==> src/rtl/bsg_link_pkg.sv <==
// rtl/bsg_link_pkg.sv - shared widths and beat type for the two-channel off-chip link
// Contents: channel/core widths, beats per core word, link_beat_t (one beat on both channels).
package bsg_link_pkg;

    localparam int LINK_CH_W     = 8;
    localparam int LINK_CHANNELS = 2;
    localparam int CORE_W        = 64;
    localparam int BEAT_W        = LINK_CH_W * LINK_CHANNELS;
    localparam int BEATS         = CORE_W / BEAT_W;

    // ch1 sits in the upper byte so a beat packs as {ch1, ch0}.
    typedef struct packed {
        logic [LINK_CH_W-1:0] ch1;
        logic [LINK_CH_W-1:0] ch0;
    } link_beat_t;

endpackage

==> src/rtl/bsg_link_rx_fifo.sv <==
// rtl/bsg_link_rx_fifo.sv - credit-sized word FIFO for the link receiver
// Ports:
//   clk, rst_n          clock, asynchronous active-low reset (clears pointers)
//   wr_en, wr_data      enqueue; caller only writes when !full or a read happens the same cycle
//   full                all DEPTH entries occupied
//   rd_en               dequeue the head; caller only reads when !empty
//   empty, head_data    no entries / current head word (0 when empty)
module bsg_link_rx_fifo #(
    parameter int DEPTH = 16,
    parameter int WIDTH = 64
) (
    input  logic             clk,
    input  logic             rst_n,
    input  logic             wr_en,
    input  logic [WIDTH-1:0] wr_data,
    output logic             full,
    input  logic             rd_en,
    output logic             empty,
    output logic [WIDTH-1:0] head_data
);

    localparam int AW = $clog2(DEPTH);

    // Pointers carry one extra wrap bit to tell full from empty.
    logic [AW:0]      wr_ptr;
    logic [AW:0]      rd_ptr;
    logic [WIDTH-1:0] mem [DEPTH];

    assign empty     = (wr_ptr == rd_ptr);
    assign full      = (wr_ptr[AW] != rd_ptr[AW]) && (wr_ptr[AW-1:0] == rd_ptr[AW-1:0]);
    assign head_data = empty ? '0 : mem[rd_ptr[AW-1:0]];

    always_ff @(posedge clk or negedge rst_n) begin
        if (!rst_n) begin
            wr_ptr <= '0;
            rd_ptr <= '0;
        end else begin
            if (wr_en) wr_ptr <= wr_ptr + 1'b1;
            if (rd_en) rd_ptr <= rd_ptr + 1'b1;
        end
    end

    // When full with a simultaneous read, the write lands in the slot being
    // read out this cycle; the reader has already taken the old value.
    always_ff @(posedge clk) begin
        if (wr_en) mem[wr_ptr[AW-1:0]] <= wr_data;
    end

endmodule

==> src/rtl/bsg_downstream_ch_rx.sv <==
// rtl/bsg_downstream_ch_rx.sv - link receive end: beat assembly, word FIFO, credit token return
// Ports:
//   clk, rst_n                    clock, asynchronous active-low reset
//   io_valid_i                    beat present on both channels
//   io_data_ch0_i, io_data_ch1_i  channel beat data (ch0 low byte, ch1 high byte of each beat)
//   io_token_o                    toggles once per TOKEN_RATIO dequeued words
//   core_valid_o, core_data_o     FIFO head word and its valid
//   core_yumi_i                   core consumes the head word
//   overflow_o                    sticky: a word completed while the FIFO was full and not draining
module bsg_downstream_ch_rx
    import bsg_link_pkg::*;
#(
    parameter int FIFO_DEPTH  = 16,
    parameter int TOKEN_RATIO = 8
) (
    input  logic              clk,
    input  logic              rst_n,
    input  logic              io_valid_i,
    input  logic [LINK_CH_W-1:0] io_data_ch0_i,
    input  logic [LINK_CH_W-1:0] io_data_ch1_i,
    output logic              io_token_o,
    output logic              core_valid_o,
    output logic [CORE_W-1:0] core_data_o,
    input  logic              core_yumi_i,
    output logic              overflow_o
);

    localparam int BW = $clog2(BEATS);
    localparam int TW = $clog2(TOKEN_RATIO);

    logic [BW-1:0]     beat_ctr;
    logic [CORE_W-1:0] asm_word;
    logic [CORE_W-1:0] word_full;
    logic [TW-1:0]     tok_ctr;
    link_beat_t        beat;
    logic              word_done;
    logic              fifo_full;
    logic              fifo_empty;
    logic              deq;
    logic              enq;

    assign beat.ch0 = io_data_ch0_i;
    assign beat.ch1 = io_data_ch1_i;

    // Assembly register merged with the current beat, so the last beat of a
    // word goes straight into the FIFO without an extra cycle.
    always_comb begin
        word_full = asm_word;
        word_full[beat_ctr*BEAT_W +: BEAT_W] = beat;
    end

    assign word_done = io_valid_i && (beat_ctr == BW'(BEATS - 1));
    assign deq       = core_yumi_i && !fifo_empty;
    // A full FIFO still accepts a word when the core frees a slot the same cycle.
    assign enq       = word_done && (!fifo_full || deq);

    always_ff @(posedge clk or negedge rst_n) begin
        if (!rst_n) begin
            beat_ctr <= '0;
            asm_word <= '0;
        end else if (io_valid_i) begin
            beat_ctr <= beat_ctr + 1'b1;
            asm_word <= word_full;
        end
    end

    always_ff @(posedge clk or negedge rst_n) begin
        if (!rst_n) begin
            overflow_o <= 1'b0;
        end else if (word_done && fifo_full && !deq) begin
            overflow_o <= 1'b1;
        end
    end

    // Residual credits below TOKEN_RATIO stay in tok_ctr until enough accrue.
    always_ff @(posedge clk or negedge rst_n) begin
        if (!rst_n) begin
            tok_ctr    <= '0;
            io_token_o <= 1'b0;
        end else if (deq) begin
            tok_ctr <= tok_ctr + 1'b1;
            if (tok_ctr == TW'(TOKEN_RATIO - 1)) io_token_o <= ~io_token_o;
        end
    end

    bsg_link_rx_fifo #(
        .DEPTH (FIFO_DEPTH),
        .WIDTH (CORE_W)
    ) u_fifo (
        .clk       (clk),
        .rst_n     (rst_n),
        .wr_en     (enq),
        .wr_data   (word_full),
        .full      (fifo_full),
        .rd_en     (deq),
        .empty     (fifo_empty),
        .head_data (core_data_o)
    );

    assign core_valid_o = !fifo_empty;

endmodule

==> config.mk <==
export PLATFORM = sky130hd
export DESIGN_NAME = bsg_downstream_ch_rx
export DESIGN_NICKNAME = d
export VERILOG_FILES = /design/src/rtl/bsg_link_pkg.sv /design/src/rtl/bsg_link_rx_fifo.sv /design/src/rtl/bsg_downstream_ch_rx.sv
export SDC_FILE = /design/constraint.sdc
export NUM_CORES = 1
export LEC_CHECK = 0
export BUFFER_PORTS_ARGS = -buffer_cell sky130_fd_sc_hd__buf_2
export CORE_MARGIN = 2
export CORE_UTILIZATION = 37
export CTS_CLUSTER_DIAMETER = 50
export CTS_CLUSTER_SIZE = 24
export DETAILED_ROUTE_END_ITERATION = 7
export PLACE_DENSITY = 0.53
export SLEW_MARGIN = 10
export SYNTH_ARGS = -nofsm -noshare
export SYNTH_HDL_FRONTEND = slang
export SYNTH_SLANG_ARGS = --single-unit
==> constraint.sdc <==
create_clock -name clk -period 5.3 [get_ports clk]
set_input_delay 0.795 -clock clk [delete_from_list [all_inputs] [get_ports clk]]
set_output_delay 0.795 -clock clk [all_outputs]
set_load 0.1 [all_outputs]
==> results of run 1 <==
## through the flow
step                      hold slack, ns  worst slack [ns]  total power, mW
final                              0.133             0.572             31.8
after detailed placement           0.461              1.25             23.8
after floorplan                    0.448              1.41             20.6
after global placement             0.458              1.24             23.6
after global routing               0.161             0.372             33.1
after CTS                          0.124             0.484             32.2
## per-layer routing
layer  track usage  wire, um
met5             0        13
met3        0.0311      7020
met1         0.256     46300
met2         0.293     51400
met4        0.0558      2530
## logic make-up (layout without fill, tap and decap cells)
group                    count (synthesis)  after routing
flip-flops                            1105           1105
AND/OR/NAND/NOR                        102            102
other                                    0              5
AO/OA/AOI/OAI                          267            267
multiplexers                           324            324
adder cells (fa/ha/maj)                 13             13
XOR/XNOR                                16             16
buffers and inverters                  188            493
## state kept, by name, indices dropped and copies added (netlist names)
register	cells
beat_ctr	2
asm_word	64
u_fifo.mem	1024
tok_ctr	3
io_token_o	1
u_fifo.rd_ptr	5
overflow_o	1
u_fifo.wr_ptr	5
## worst max-delay path by stage
stage                              to  slack [ns]  cells past startpoint
floorplan           u_fifo.mem[15][0]        1.41                      3
global placement       core_data_o[4]        1.24                      6
detailed placement     core_data_o[4]        1.25                      6
CTS                    core_data_o[4]        0.48                      6
global route           core_data_o[4]        0.37                      6
finish                 core_data_o[4]        0.57                      6
## cells in the final DEF (no fill, tap or decap), drive strengths merged, types with 14 or more instances in the layout
master	netlist	final
mux2	68	68
mux4	256	256
nand2	69	69
clkbuf	49	121
xor2	14	14
edfxtp	1024	1024
o21ai	65	65
clkinv	0	28
dfrtp	81	81
buf	69	209
inv	70	111
a22oi	128	128
a21oi	69	69
## area by class of cell
| cell class | count | area share |
|---|---|---|
| clock inverter | 93 | 0.0223 |
| clock buffer | 121 | 0.0580 |
| sequential | 1105 | 0.661 |
| multi-input combinational | 722 | 0.184 |
| antenna | 5 | 0.000252 |
| tap | 1512 | 0.0381 |
| timing repair buffer | 209 | 0.0312 |
| inverter | 70 | 0.00530 |
## power by group through the flow
stage,clock [mW],sequential (mW),combinational (mW)
finish,8.36,11.2,12.2
global route,8.86,11.3,12.9
CTS,8.53,11.2,12.4
detailed placement,0,11.4,12.4
global placement,0,11.4,12.2
floorplan,0,11.4,9.19
==> summary.txt, run 1 <==
Status
  • Result of the run: completed

Synth
  • Cells taking the most area after synthesis: edfxtp_1 72%, mux4_2 14%, dfrtp_1 4.8%, a22oi_1 2.3%, mux2_2 1.8%
  • Simple-gate area share of the yosys netlist: 0.0112
  • Cell Area, Synth: 42700 um^2
  • XOR/XNOR Fraction of Synth Area: 0.00346
  • Syn Nets: 2048
  • Synth warn: 0
  • Compound-Gate Fraction of Synth Area: 0.0397
  • Top cell type's share of synthesized area: 0.721
  • Area leader, netlist: edfxtp_1
  • Count leader, synth: edfxtp_1
  • Syn_area_per_cell: 21.2 um^2
  • Mux cell area share after synthesis: 0.153
  • Register area share after synthesis: 0.768
  • Post-synthesis adder-cell area fraction: 0.00381
  • Post-synth EDFFs: 1024
  • Largest family of logic cells by synthesized area: multiplexers
  • Syn Inst Count: 2015
  • Ys async rst share: 0.0733
  • Post-synthesis register bit count: 1105
  • Top_reg_cell synth: edfxtp_1
  • Commonest cells post-synth: 1024 x edfxtp_1, 256 x mux4_2, 128 x a22oi_1
  • Netlist cell types: 34

Setup path
  • CP Data Required Time: 4.51 ns
  • Delay-heaviest family, CP: buffers and inverters
  • Most frequent CP cell: buf_4
  • R2R Path Start: beat_ctr[0]
  • CP Launch Type: flop
  • Critical Path Start: u_fifo.rd_ptr[0]
  • Buf+Inv Stages, Crit Path: 3
  • Slowest CP cell: buf_4
  • Critical path type: flop to primary output
  • Critical-path cell list: buf_4 -> buf_4 -> mux4_2 -> a22oi_1 -> a21oi_1 -> buf_2
  • Worst path arrival time: 3.93 ns
  • R2r endpoint: u_fifo.mem[9][29]
  • Max stage delay on crit path: 0.71 ns
  • Cells on worst reg2reg path: 5
  • CP Max Fanout: 39
  • Worst reg-to-reg setup slack: 1.72 ns
  • CP Capture Type: primary output

Cells and area
  • Reg area: 32800 um^2
  • Fill cell count: 9764
  • Layout Utilization: 0.434
  • Fin nets: 2253
  • Multi-input logic area: 9130 um^2
  • Area delta synth->final: 16.3%
  • Final Cell Area: 49600 um^2
  • Layout cell share with drive strength beyond 1: 0.329
  • Fin cells: 3837

Drt
  • Via/cell ratio: 5.46
  • Pre-Repair DR Iteration Count: 5
  • DRC: 0
  • Drt total wl: 107000 um
  • Via count: 20900
  • Drt first-iter violations: 2035
  • Final ANT Viol Nets: 0
  • Routed wire length per instance: 28.0 um

STA
  • Max-slew violation count: 0
  • Hold Fails Final Rpt: 0
  • Setup_tns: 0 ns
  • Tcrit/Tclk final: 0.892
  • Unrepaired setup endpoints after global routing: no
  • Clock skew: 0.0307 ns
  • F_max: 0.212 GHz
  • Tmin final: 4.73 ns
  • Worst-Margin Slew: 1.17 ns
  • Slew HR: 0.215
  • # setup viols final: 0

Clock network
  • Clock transition at path regs: 0.07 ns
  • PostCTS Resize Cnt: 0
  • Clock Latency Late Sink: 0.70 ns
  • Hold_buf cts: 0
  • Root Buffer: clkbuf_16
  • H-Tree Depth: 3
  • CTS buffer count: 112
  • Longest Clk Path Bufs: 3
  • CTS tree: done
  • CTS Sinks: 1105
  • Post-CTS setup buffer count: 0

Power and ir drop
  • Clk pwr share: 0.263
  • Combinational share of power: 0.383
  • Leak: 16.4 nW
  • Sequential Power Share: 0.354
  • Switching Share: 0.402
  • Psw: 12.8 mW
  • VDD IR-drop max: 0.000655 V
  • Cell area power density: 641 nW/um^2
  • Pint: 19.0 mW

GRT
  • Global-route wire length before repair: 154000 um
  • Vias in the first global route: 21900
  • Initial antenna violation count: 8
  • Gr usage total: 0.183
  • Pin count of the biggest net entering global routing: 139
  • Global route overflow: 0

Die
  • Die Ht: 344 um
  • Die X: 344 um
  • Core outline area: 114000 um^2
  • Initial core utilization: 0.373
  • Io pins: 87
  • # rows: 124
  • Die area: 118000 um^2

Hold path
  • Hold Crit Class: input pin to async pin

Place
  • Inst Count DP: 3618
  • Dpl hpwl: 57700 um
  • PortBufs: 86
  • Dpl cell area: 45600 um^2
  • GPL Wtd Cong: 0.732

Flow run
  • # Max-Cap Violations: 0
(Power assumes the default switching activity.)
==> run 2: changes to the inputs <==
PLACE_DENSITY = unset   (was 0.53)
PLACE_DENSITY_LB_ADDON = 0.1   (was unset)
==> run 2 against run 1 <==
Clock-buffer cell count grew 5. Non-clock buffer count is 16 lower. Die area stayed put. Register-to-register slack better by 0.29 ns. Clock power up 1%. Final area is essentially flat. Core utilization hardly changed. Clock skew is essentially flat. Power rose by 0.34%.
==> summary.txt, run 2 (synthesis results as in run 1) <==
Power and ir drop
  • Tot Pwr: 31.9 mW (+0.34%)
  • Psw: 12.8 mW (+0.30%)
  • Sequential Power Share: 0.354 (about the same)
  • Clk pwr share: 0.266 (+0.003)
  • Cell area power density: 643 nW/um^2 (+0.37%)
  • VDD IR-drop max: 0.000902 V (+38%)
  • Pint: 19.1 mW (+0.37%)
  • Switching Share: 0.402 (about the same)
  • Leak: 16.4 nW (about the same)
  • Combinational share of power: 0.380 (-0.003)

Place
  • GPL Wtd Cong: 0.723 (-1.2%)
  • Dpl hpwl: 58200 um (+0.96%)
  • PortBufs: 86 (unchanged)

Flow run
  • # Max-Cap Violations: 0 (unchanged)

Setup path
  • CP Data Required Time: 4.51 ns (about the same)
  • Critical path type: flop to primary output
  • Worst reg-to-reg setup slack: 2.01 ns (+0.29 ns)
  • Buf+Inv Stages, Crit Path: 3 (unchanged)
  • Slowest CP cell: dfrtp_4
  • CP Max Fanout: 26 (-33%)
  • CP Launch Type: flop
  • Max stage delay on crit path: 0.58 ns (-0.13 ns)
  • Delay-heaviest family, CP: buffers and inverters
  • Worst path arrival time: 3.63 ns (-0.30 ns)
  • CP Capture Type: primary output
  • Critical-path cell list: buf_4 -> buf_4 -> mux4_2 -> a22oi_1 -> a21oi_1 -> buf_2
  • Most frequent CP cell: buf_4

STA
  • # setup viols final: 0 (unchanged)
  • Hold Fails Final Rpt: 0 (unchanged)
  • Max-slew violation count: 0 (unchanged)
  • Setup_tns: 0 ns (unchanged)
  • Unrepaired setup endpoints after global routing: no
  • Tmin final: 4.42 ns (-0.307 ns)
  • Slew HR: 0.186 (-0.0293)
  • Clock skew: 0.0302 ns (-0.000457 ns)
  • Worst-Margin Slew: 1.21 ns (+0.0437 ns)
  • F_max: 0.226 GHz (+7.0%)
  • Tcrit/Tclk final: 0.834 (-0.0580)

Cells and area
  • Layout cell share with drive strength beyond 1: 0.326 (-0.00364)
  • Commonest non-fill, non-tap cells in the layout: 1024 x edfxtp_1, 256 x mux4_2, 128 x a22oi_1
  • Multi-input logic area: 9130 um^2 (about the same)
  • Area delta synth->final: 16.2% (about the same)
  • Max reg flops: 1024 (unchanged)
  • ANT cells: 0 (-5)
  • Fill cell count: 9786 (+0.23%)
  • Fin nets: 2242 (-0.49%)
  • Most common cell after layout, fill and taps aside: edfxtp_1
  • Reg area: 32800 um^2 (unchanged)

Drt
  • Drt total wl: 109000 um (+1.8%)
  • Pre-Repair DR Iteration Count: 5 (unchanged)
  • Drt first-iter violations: 1777 (-13%)
  • Via count: 20700 (-1.0%)
  • Via/cell ratio: 5.43 (-0.53%)
  • DRC: 0 (unchanged)
  • Routed wire length per instance: 28.6 um (+2.3%)
  • Final ANT Viol Nets: 0 (unchanged)

Clock network
  • Longest Clk Path Bufs: 3 (unchanged)
  • Post-CTS setup buffer count: 0 (unchanged)
  • CTS tree: done
  • H-Tree Depth: 3 (unchanged)
  • PostCTS Resize Cnt: 0 (unchanged)
  • Hold_buf cts: 0 (unchanged)
  • CTS Sinks: 1105 (unchanged)
  • Root Buffer: clkbuf_16
  • Clock transition at path regs: 0.07 ns (about the same)
  • Clock Latency Late Sink: 0.71 ns (about the same)
  • CTS buffer count: 117 (+4.5%)

GRT
  • Vias in the first global route: 22300 (+2.1%)
  • Initial antenna violation count: 6 (-2)
  • Global-route wire length before repair: 158000 um (+2.2%)
  • Gr usage total: 0.187 (+0.00462)
  • Pin count of the biggest net entering global routing: 105 (-24%)
  • Global route overflow: 0 (unchanged)

Die
  • Die X: 344 um (unchanged)
  • Die Ht: 344 um (unchanged)
  • Core outline area: 114000 um^2 (unchanged)
  • Io pins: 87 (unchanged)
  • Die area: 118000 um^2 (unchanged)
  • Initial core utilization: 0.373 (unchanged)
  • # rows: 124 (unchanged)

Hold path
  • Hold Crit Class: input pin to async pin

Status
  • Result of the run: completed
-- run 2: stage by stage --
stage / cells / setup slack (ns) / instance area (um^2) / hold WS (ns) / utilization
2_1_floorplan: 2015 / 1.41 / 42700 / 0.448 / -
3_3_place_gp: 3602 / 1.50 / 45600 / 0.465 / 0.399
3_5_place_dp: 3602 / 1.47 / 45600 / 0.461 / 0.399
4_1_cts: 3818 / 0.714 / 49600 / 0.154 / 0.434
5_1_grt: 3818 / 0.548 / 49600 / 0.190 / 0.434
6_report: 3818 / 0.879 / 49600 / 0.157 / 0.434
-- run 2: area by class of cell --
type,count,share of cell area
Sequential cell,1105,0.661
Multi-Input combinational cell,722,0.184
Clock buffer,126,0.0606
Tap cell,1512,0.0381
Timing Repair Buffer,193,0.0303
Clock inverter,90,0.0205
Inverter,70,0.00530
-- run 2: worst register-to-register path, delay by kind of cell, from the launching register on --
family / cells / cell delay, ns
AOI/OAI and AO/OA: 1 / 0.57
adders and majority gates: 1 / 0.42
buffers and inverters: 1 / 0.40
DFF: 1 / 0.56
and+or+nand+nor: 2 / 0.93
-- run 2: power by group through the flow --
| stage | Sequential, mW | Combinational [mW] | Clock (mW) |
|---|---|---|---|
| final | 11.3 | 12.1 | 8.47 |
| after global routing | 11.3 | 12.9 | 8.99 |
| after CTS | 11.3 | 12.3 | 8.67 |
| after detailed placement | 11.5 | 12.3 | 0 |
| after global placement | 11.5 | 12.2 | 0 |
| after floorplan | 11.4 | 9.19 | 0 |
-- run 2: path summary, 6_finish.rpt --
path                                       to  cells after the start              from
min in group clk                   tok_ctr[0]                      1        tok_ctr[0]
hold / removal                    asm_word[7]                      1             rst_n
max in group asynchronous        asm_word[15]                      2             rst_n
setup / recovery              core_data_o[25]                      6  u_fifo.rd_ptr[0]
setup reg to reg           u_fifo.mem[11][37]                      5       beat_ctr[0]
hold reg to reg                    tok_ctr[0]                      1        tok_ctr[0]
-- run 2: layer usage --
metal	wire length, um	vias up	GRT usage
li1	-	8736	-
met1	49900	11400	0.272
met2	51900	477	0.297
met3	5070	133	0.0267
met4	2290	2	0.0516
met5	13	-	0
